===== config.mk =====
export PLATFORM = sky130hd
export DESIGN_NAME = shift_unit_seq
export DESIGN_NICKNAME = d
export VERILOG_FILES = /design/src/rtl/shift_unit_seq_pkg.sv /design/src/rtl/shift_unit_seq_shift1_comb.sv /design/src/rtl/shift_unit_seq.sv
export SDC_FILE = /design/constraint.sdc
export NUM_CORES = 1
export LEC_CHECK = 0
export ABC_AREA = 1
export CAP_MARGIN = 20
export CORE_UTILIZATION = 40
export CTS_BUF_LIST = sky130_fd_sc_hd__clkbuf_2 sky130_fd_sc_hd__clkbuf_4 sky130_fd_sc_hd__clkbuf_8
export CTS_CLUSTER_DIAMETER = 40
export DETAILED_ROUTE_END_ITERATION = 8
export GPL_TIMING_DRIVEN = 0
export PLACE_DENSITY = 0.88
export SYNTH_ARGS = -nofsm -noshare
export SYNTH_HDL_FRONTEND = slang
export SYNTH_SLANG_ARGS = --single-unit

===== constraint.sdc =====
create_clock -name clk -period 1.3 [get_ports clk]
set_input_delay 0.325 -clock clk [delete_from_list [all_inputs] [get_ports clk]]
set_output_delay 0.325 -clock clk [all_outputs]
set_load 0.01 [all_outputs]

===== src/rtl/shift_unit_seq_pkg.sv =====
// Shared encodings for the iterative shifter: op codes, FSM states and size defaults.
package shift_unit_seq_pkg;

  localparam int unsigned DEF_WIDTH   = 32;
  localparam int unsigned DEF_SHAMT_W = 5;

  localparam logic [2:0] OP_PASS = 3'b000;
  localparam logic [2:0] OP_SLL  = 3'b001;
  localparam logic [2:0] OP_SRL  = 3'b010;
  localparam logic [2:0] OP_SRA  = 3'b011;
  localparam logic [2:0] OP_ROR  = 3'b100;
  localparam logic [2:0] OP_ROL  = 3'b101;

  typedef enum logic [1:0] {
    ST_IDLE  = 2'd0,
    ST_SHIFT = 2'd1,
    ST_DONE  = 2'd2
  } state_e;

  // Unused codes (000/110/111) behave as a pass-through with zero shift.
  function automatic logic is_shift_op(input logic [2:0] op);
    return (op == OP_SLL) || (op == OP_SRL) || (op == OP_SRA) ||
           (op == OP_ROR) || (op == OP_ROL);
  endfunction

endpackage


===== src/rtl/shift_unit_seq_shift1_comb.sv =====
// One-bit shift/rotate step applied once per clock by the sequential shifter.
module shift_unit_seq_shift1_comb
  import shift_unit_seq_pkg::*;
#(
  parameter int unsigned WIDTH = DEF_WIDTH
) (
  input  logic [2:0]       op,
  input  logic [WIDTH-1:0] value,
  output logic [WIDTH-1:0] result
);

  always_comb begin
    result = value;
    case (op)
      OP_SLL:  result = {value[WIDTH-2:0], 1'b0};
      OP_SRL:  result = {1'b0, value[WIDTH-1:1]};
      OP_SRA:  result = {value[WIDTH-1], value[WIDTH-1:1]};
      OP_ROR:  result = {value[0], value[WIDTH-1:1]};
      OP_ROL:  result = {value[WIDTH-2:0], value[WIDTH-1]};
      default: result = value;
    endcase
  end

endmodule


===== src/rtl/shift_unit_seq.sv =====
// Iterative shifter: latches operand and amount on start, shifts one bit per clock,
// then pulses done for one cycle with the result held in data_out.
module shift_unit_seq
  import shift_unit_seq_pkg::*;
#(
  parameter int unsigned WIDTH   = DEF_WIDTH,
  parameter int unsigned SHAMT_W = DEF_SHAMT_W
) (
  input  logic             clk,
  input  logic             reset,
  input  logic             start,
  input  logic [2:0]       shift_op,
  input  logic [WIDTH-1:0] data_in,
  input  logic [WIDTH-1:0] shamt_in,
  output logic             busy,
  output logic             done,
  output logic [WIDTH-1:0] data_out
);

  state_e             state_q, state_d;
  logic [SHAMT_W-1:0] cnt_q, cnt_d;
  logic [2:0]         op_q, op_d;
  logic [WIDTH-1:0]   data_q, data_d;
  logic [WIDTH-1:0]   step;
  logic [SHAMT_W-1:0] eff_shamt;

  shift_unit_seq_shift1_comb #(
    .WIDTH (WIDTH)
  ) u_shift1 (
    .op     (op_q),
    .value  (data_q),
    .result (step)
  );

  // Upper shamt bits are dropped, so the amount is taken modulo 2^SHAMT_W.
  assign eff_shamt = is_shift_op(shift_op) ? shamt_in[SHAMT_W-1:0] : '0;

  always_comb begin
    state_d = state_q;
    cnt_d   = cnt_q;
    op_d    = op_q;
    data_d  = data_q;
    unique case (state_q)
      ST_IDLE: begin
        if (start) begin
          data_d  = data_in;
          op_d    = shift_op;
          cnt_d   = eff_shamt;
          state_d = (eff_shamt == '0) ? ST_DONE : ST_SHIFT;
        end
      end
      ST_SHIFT: begin
        data_d = step;
        cnt_d  = cnt_q - 1'b1;
        if (cnt_q == SHAMT_W'(1)) begin
          state_d = ST_DONE;
        end
      end
      ST_DONE: state_d = ST_IDLE;
      default: state_d = ST_IDLE;
    endcase
  end

  always_ff @(posedge clk) begin
    if (reset) begin
      state_q <= ST_IDLE;
      cnt_q   <= '0;
      op_q    <= OP_PASS;
      data_q  <= '0;
    end else begin
      state_q <= state_d;
      cnt_q   <= cnt_d;
      op_q    <= op_d;
      data_q  <= data_d;
    end
  end

  assign busy     = (state_q != ST_IDLE);
  assign done     = (state_q == ST_DONE);
  assign data_out = data_q;

endmodule


=== Word level (Yosys, flattened, before mapping) ===
Index checks and enable logic that the tools add are counted.

* Register bits after elaboration: 42
* Input port bits: 70
* Output and inout port bits: 34
* Logic and storage cells: 47

* Add/sub/neg operators: 1
* Eq/ne operators: 18
* Muxes and demuxes: 10
* Reductions and logical operators: 13

{| class="wikitable"
|+ Operators with widths
! operator !! number
|-
| $pmux W32 S5 || 1
|-
| $pmux W32 S2 || 1
|-
| $mux W32 || 1
|-
| $eq A3 B2 Y1 const B || 4
|-
| $eq A3 B3 Y1 const B || 4
|-
| $mux W5 || 2
|-
| $pmux W5 S2 || 1
|-
| $eq A3 B1 Y1 const B || 2
|-
| $mux W2 || 3
|-
| $ne A2 B2 Y1 const B || 3
|-
| $ne A6 B1 Y1 const B || 1
|-
| $reduce_and A2 Y1 || 3
|-
| $eq A5 B1 Y1 const B || 1
|-
| $logic_not A5 Y1 || 1
|-
| $ne A5 B1 Y1 const B || 1
|-
| $sub A5 B1 Y5 const B || 1
|-
| $logic_or A1 B1 Y1 || 4
|-
| $pmux W2 S2 || 1
|-
| $reduce_and A4 Y1 || 1
|-
| $reduce_bool A2 Y1 || 2
|-
| $reduce_and A3 Y1 || 1
|-
| $eq A2 B1 Y1 const B || 1
|-
| $eq A2 B2 Y1 const B || 1
|-
| $logic_not A2 Y1 || 1
|}

=== Longest topological paths before layout ===
* Depth in word-level cells: 10
* Depth in mapped cells: 10
* Depth with buffers taken out: 9

=== Cells and area by module ===
Synthesis repeated with hierarchy kept, for this count alone.

* Cells, all modules: 633
* Area, all modules: 3679.8 µm²

{| class="wikitable"
|+ By module, submodules not included
! module !! instances !! cells an instance !! area an instance (µm²) !! seq. area each (µm²)
|-
| shift_unit_seq || 1 || 266 || 1954.4 || 840.8
|-
| shift_unit_seq_shift1_comb || 1 || 367 || 1725.4 || 0.0
|}

=== Least setup slack after synthesis ===
No wires, ideal clock.

* Path type: reg-to-reg
* Start: reg state_q[1]
* End: reg data_q[23] (netlist: data_out[23])
* Setup time: 116 ps
* Arrival time: 1194 ps
* Required time: 1184 ps
* Slack: -10 ps
* Stages on the path, launching flop included: 10
* Path buffers: 1
* Period minus slack after synthesis: 1310 ps
* Path through: dfxtp_1 nor2_1 nand2_2 nand2_4 nand2_2 inv_2 buf_4 nand2_1 nor2_1 nor2_1

* Word-level cells in the longest chain between the ends: 3
* Elaborated cells between the ends (all ways): 7
* Classes of those cells: 3 x eq/ne; 1 x mux; 3 x reduce/logical

{| class="wikitable"
|+ Ends and longest elaborated chain
! item !! line !! text
|-
| from (decl) || shift_unit_seq.sv:20 || <nowiki>state_e state_q, state_d;</nowiki>
|-
| from (signal assigned) || shift_unit_seq.sv:71 || <nowiki>state_q <= state_d;</nowiki>
|-
| $eq A2 B1 Y1 / $logic_not A2 Y1 (equally long branches) || shift_unit_seq.sv:43 || <nowiki>unique case (state_q)</nowiki>
|-
| $ne A6 B1 Y1 (no line) (tied with other cells) || - ||
|-
| $reduce_and A3 Y1 (no line) || - ||
|-
| to (signal assigned) || shift_unit_seq.sv:74 || <nowiki>data_q <= data_d;</nowiki>
|-
| to (decl) || shift_unit_seq.sv:23 || <nowiki>logic [WIDTH-1:0] data_q, data_d;</nowiki>
|}

Several ways; a longest one is shown, not always the timed one.
A chain may end at the register's enable or synchronous reset.

=== Worst setup path after layout ===
* Start: reg state_q[0]
* End: reg data_q[17] (netlist: data_out[17])

Same word-level chain as after synthesis.

==> reports/summary.log <==
INFO  synth          synth_edf_count=0
INFO  power          sequentialPowerShare=0.366
INFO  sta            final_skew=0.00921ns
INFO  floorplan      die_width=79.8microns
INFO  drt            dr.first_iter.drc_count=248
INFO  placed_design  port_buffers=76
INFO  layout         final_layout_size_suffix_gt1_frac=0.280
INFO  synth          synthDominantCellAreaShare=0.347
INFO  clock_tree     cts.sink_count=42
INFO  drt            route.detailed.vias_per_inst=5.25
INFO  synth          synth.lib_cells_used.distinct=23
INFO  critical_path  timing.critical_path.required=1.48ns
INFO  drt            count_of_unresolved_drc_violations_after_routing=0
INFO  grt            antenna_found_initial=0
INFO  power          netSwitchingFraction=0.392
INFO  grt            grt_pass1_vias=2724
INFO  critical_path  criticalPathCategory=register to register
INFO  critical_path  nature_of_the_critical_path_endpoint=register
INFO  synth          yosys.area_share.adder=0.0103
INFO  power          leakage_power_figure=1.81nW
INFO  clock_tree     h-tree-depth=2
INFO  sta            setup_viol=37
INFO  synth          compound_cell_area_share_of_the_yosys_netlist=0.178
INFO  floorplan      effective_utilization_at_floorplan=0.427
INFO  synth          synth_top_family_by_area=simple AND/OR/NAND/NOR gates
INFO  sta            timing.final.max_slew_violations=0
INFO  synth          post_syn_area_per_cell=6.00squm
INFO  synth          synth.cells.most_frequent=nor2_1 (131), nand2_1 (81), o21ai_0 (59)
INFO  critical_path  critPathLaunchType=register
INFO  layout         final.fill_count=478
INFO  power          power_switching=1.96mW
INFO  clock_tree     cts_tree=done
INFO  placed_design  dp_slack=-0.503ns
INFO  drt            detail_route.first_pass.iterations=5
INFO  sta            postLayoutSetupSlackWorst=-0.190ns
INFO  outcome        outcome=finished with violations
INFO  floorplan      core_area=5680squm
INFO  critical_path  timing.critical_path.slowest_stage_cell=dfxtp_4
INFO  layout         area_delta_synth_final=56.0%
INFO  critical_path  worst_path_largest_cell_delay=0.36ns
INFO  floorplan      num_io_pins=104
INFO  synth          area_fraction_in_and_or_nand_and_nor_cells_after_synthesis=0.387
INFO  floorplan      die_height=79.8microns
INFO  sta            fin_crit=1.49ns
INFO  clock_tree     clk_pin_slew_worst_paths=0.09ns
INFO  sta            finalCritPeriodShare=1.15
INFO  synth          synthXorXnorAreaFrac=0.00362
INFO  sta            maxSlewHeadroom=0.731
INFO  placed_design  gp_routability_congestion=0.878
INFO  hold_path      holdCritPathClass=register to register
INFO  synth          syn_area=2420squm
INFO  synth          postSynth.asyncResetShare=0
INFO  critical_path  timing.critical_path.arrival=1.67ns
INFO  synth          netlist.top_cell.by_area=dfxtp_1
INFO  run            max_cap_viol_count=0
INFO  clock_tree     clk_latency=0.29ns
INFO  sta            tightest_slew=0.404ns
INFO  drt            wl_per_cell=13.7microns
INFO  synth          synth-warning-count=0
INFO  drt            final_wirelength=7910microns
INFO  synth          synth_area_leaders=dfxtp_1 (35%), nor2_1 (20%), nand2_1 (13%), o21ai_0 (12%), nand3_1 (2.9%)
INFO  clock_tree     clock_buffers_created_by_tritoncts=5
INFO  synth          postSynthRegisterBits=42
INFO  synth          synth-main-ff-cell=dfxtp_1
INFO  sta            rsz_0062_raised_after_global_routing=yes
INFO  grt            grt_max_degree=13
INFO  synth          syn-instance-count=404
INFO  synth          synth_fp_nets=476
INFO  power          power.density=1320nW/um^2
INFO  floorplan      area_of_the_die=6370squm
INFO  clock_tree     clock_tree.root_cell=clkbuf_8
INFO  power          clock_power_share=0.182
INFO  placed_design  dp_hpwl=4880microns
INFO  grt            globalRouteOverflowTotal=0
INFO  grt            groute.usage.overall=0.252
INFO  sta            timing_hold_violations_final=0
INFO  synth          synth_mux_area_frac=0
INFO  synth          synth_seq_area_share=0.347
INFO  drt            drtAntennaViolNets=0
INFO  critical_path  timing.critical_path.cells=inv_4 -> nor2_4 -> nand4_1 -> nand2_4 -> clkinvlp_4 -> buf_6 -> o21ai_2 -> nor2_1
INFO  critical_path  crit_fanout=6
INFO  sta            maxClockFrequency=671MHz
INFO  floorplan      placementRows=27
INFO  grt            grt_first_pass_wirelength=12600microns
INFO  synth          yosysMostFrequentCell=nor2_1
INFO  power          share_comb_of_total_power=0.452
INFO  layout         final_nets=578
INFO  clock_tree     clk_path_buf_depth=2
INFO  outcome        violations=setup timing
INFO  layout         insertedDiodeCount=0
INFO  power          power.internal=3.04mW
INFO  sta            finalSetupTns=-4.59ns
INFO  power          vdd_ir_drop_max=0.867mV
INFO  drt            number_of_vias_in_the_routed_layout=3042
-- stage by stage --
step | total power [mW] | instances | hold slack, ns | util | area (sq um)
after global routing | 5.33 | 579 | 0.525 | 0.666 | 3780
after CTS | 4.75 | 576 | 0.488 | 0.638 | 3620
after detailed placement | 3.63 | 552 | 0.507 | 0.577 | 3280
after floorplan | 2.83 | 404 | 0.387 | - | 2430
after global placement | 3.59 | 552 | 0.482 | 0.577 | 3280
final | 5.01 | 579 | 0.499 | 0.666 | 3780
-- routing by layer --
layer	routed length, microns	up-vias	part of all wire	global-route usage
met5	0	-	0	0
met4	222	0	0.028	0.0929
met3	570	24	0.072	0.0411
met2	3910	144	0.49	0.429
met1	3210	1366	0.41	0.317
li1	-	1508	-	-
-- power by group through the flow --
| stage | Combinational (mW) | Clock [mW] | Sequential [mW] |
|---|---|---|---|
| final | 2.26 | 0.910 | 1.83 |
| after global routing | 2.49 | 0.969 | 1.87 |
| after CTS | 2.06 | 0.914 | 1.78 |
| after detailed placement | 1.85 | 0 | 1.78 |
| after global placement | 1.81 | 0 | 1.78 |
| after floorplan | 1.01 | 0 | 1.82 |
-- cells by family after synthesis --
group,after synthesis
adder cells (fa/ha/maj),2
AO/OA/AOI/OAI,84
flip-flops,42
XOR/XNOR,1
buffers and inverters,39
AND/OR/NAND/NOR,236
-- area by class of cell --
type                            instances  area, sq um  share of cell area
Buffer                                 22          176              0.0467
Clock inverter                          1         5.00             0.00132
Tap cell                               72         90.1              0.0238
Sequential cell                        42          891               0.236
Clock buffer                            7         90.1              0.0238
Timing Repair inverter                  1         7.51             0.00199
Timing Repair Buffer                   95          886               0.234
Inverter                               16         72.6              0.0192
Multi-Input combinational cell        323         1560               0.413
-- worst paths after layout --
| check | from | to | slack (ns) | cells after the start |
|---|---|---|---|---|
| worst max-delay path | state_q[0] | data_out[17] | -0.19 | 8 |
| worst min-delay path | op_q[2] | op_q[2] | 0.50 | 2 |
| worst max register to register | state_q[0] | data_out[17] | -0.19 | 8 |
| worst min register to register | op_q[2] | op_q[2] | 0.50 | 2 |
-- critical path: cells and delay by family (launching register included) --
family	cells	cell delay [ns]
AO/OA/AOI/OAI	1	0.11
buffers and inverters	3	0.42
flip-flops	1	0.36
AND/OR/NAND/NOR	4	0.50
-- what timing repair did --
action | in CTS | in global routing
pin swaps | 15 | 15
endpoints found under the setup margin | 72 | 63
hold buffers | 0 | 0
cloned | 7 | 0
resized for setup | 127 | 70
setup buffers | 10 | 3
-- state kept, by name, summed over array words and instances (netlist names) --
name      count
data_out     32
cnt_q         5
op_q          3
state_q       2
-- cells in the final DEF, fill, tap and decap left out, drive strengths merged --
cell / n
clkinv: 1
o211ai: 2
a21oi: 10
a31o: 1
dfxtp: 42
ha: 2
or2: 2
clkdlybuf4s15: 7
nand3: 14
inv: 16
clkdlybuf4s50: 42
clkinvlp: 1
a31oi: 1
nand2: 84
buf: 37
dlygate4sd2: 24
nand4: 4
clkbuf: 14
nor2: 132
o21ai: 70
xor2: 1
Note: power is estimated with default switching activity, not from simulation.
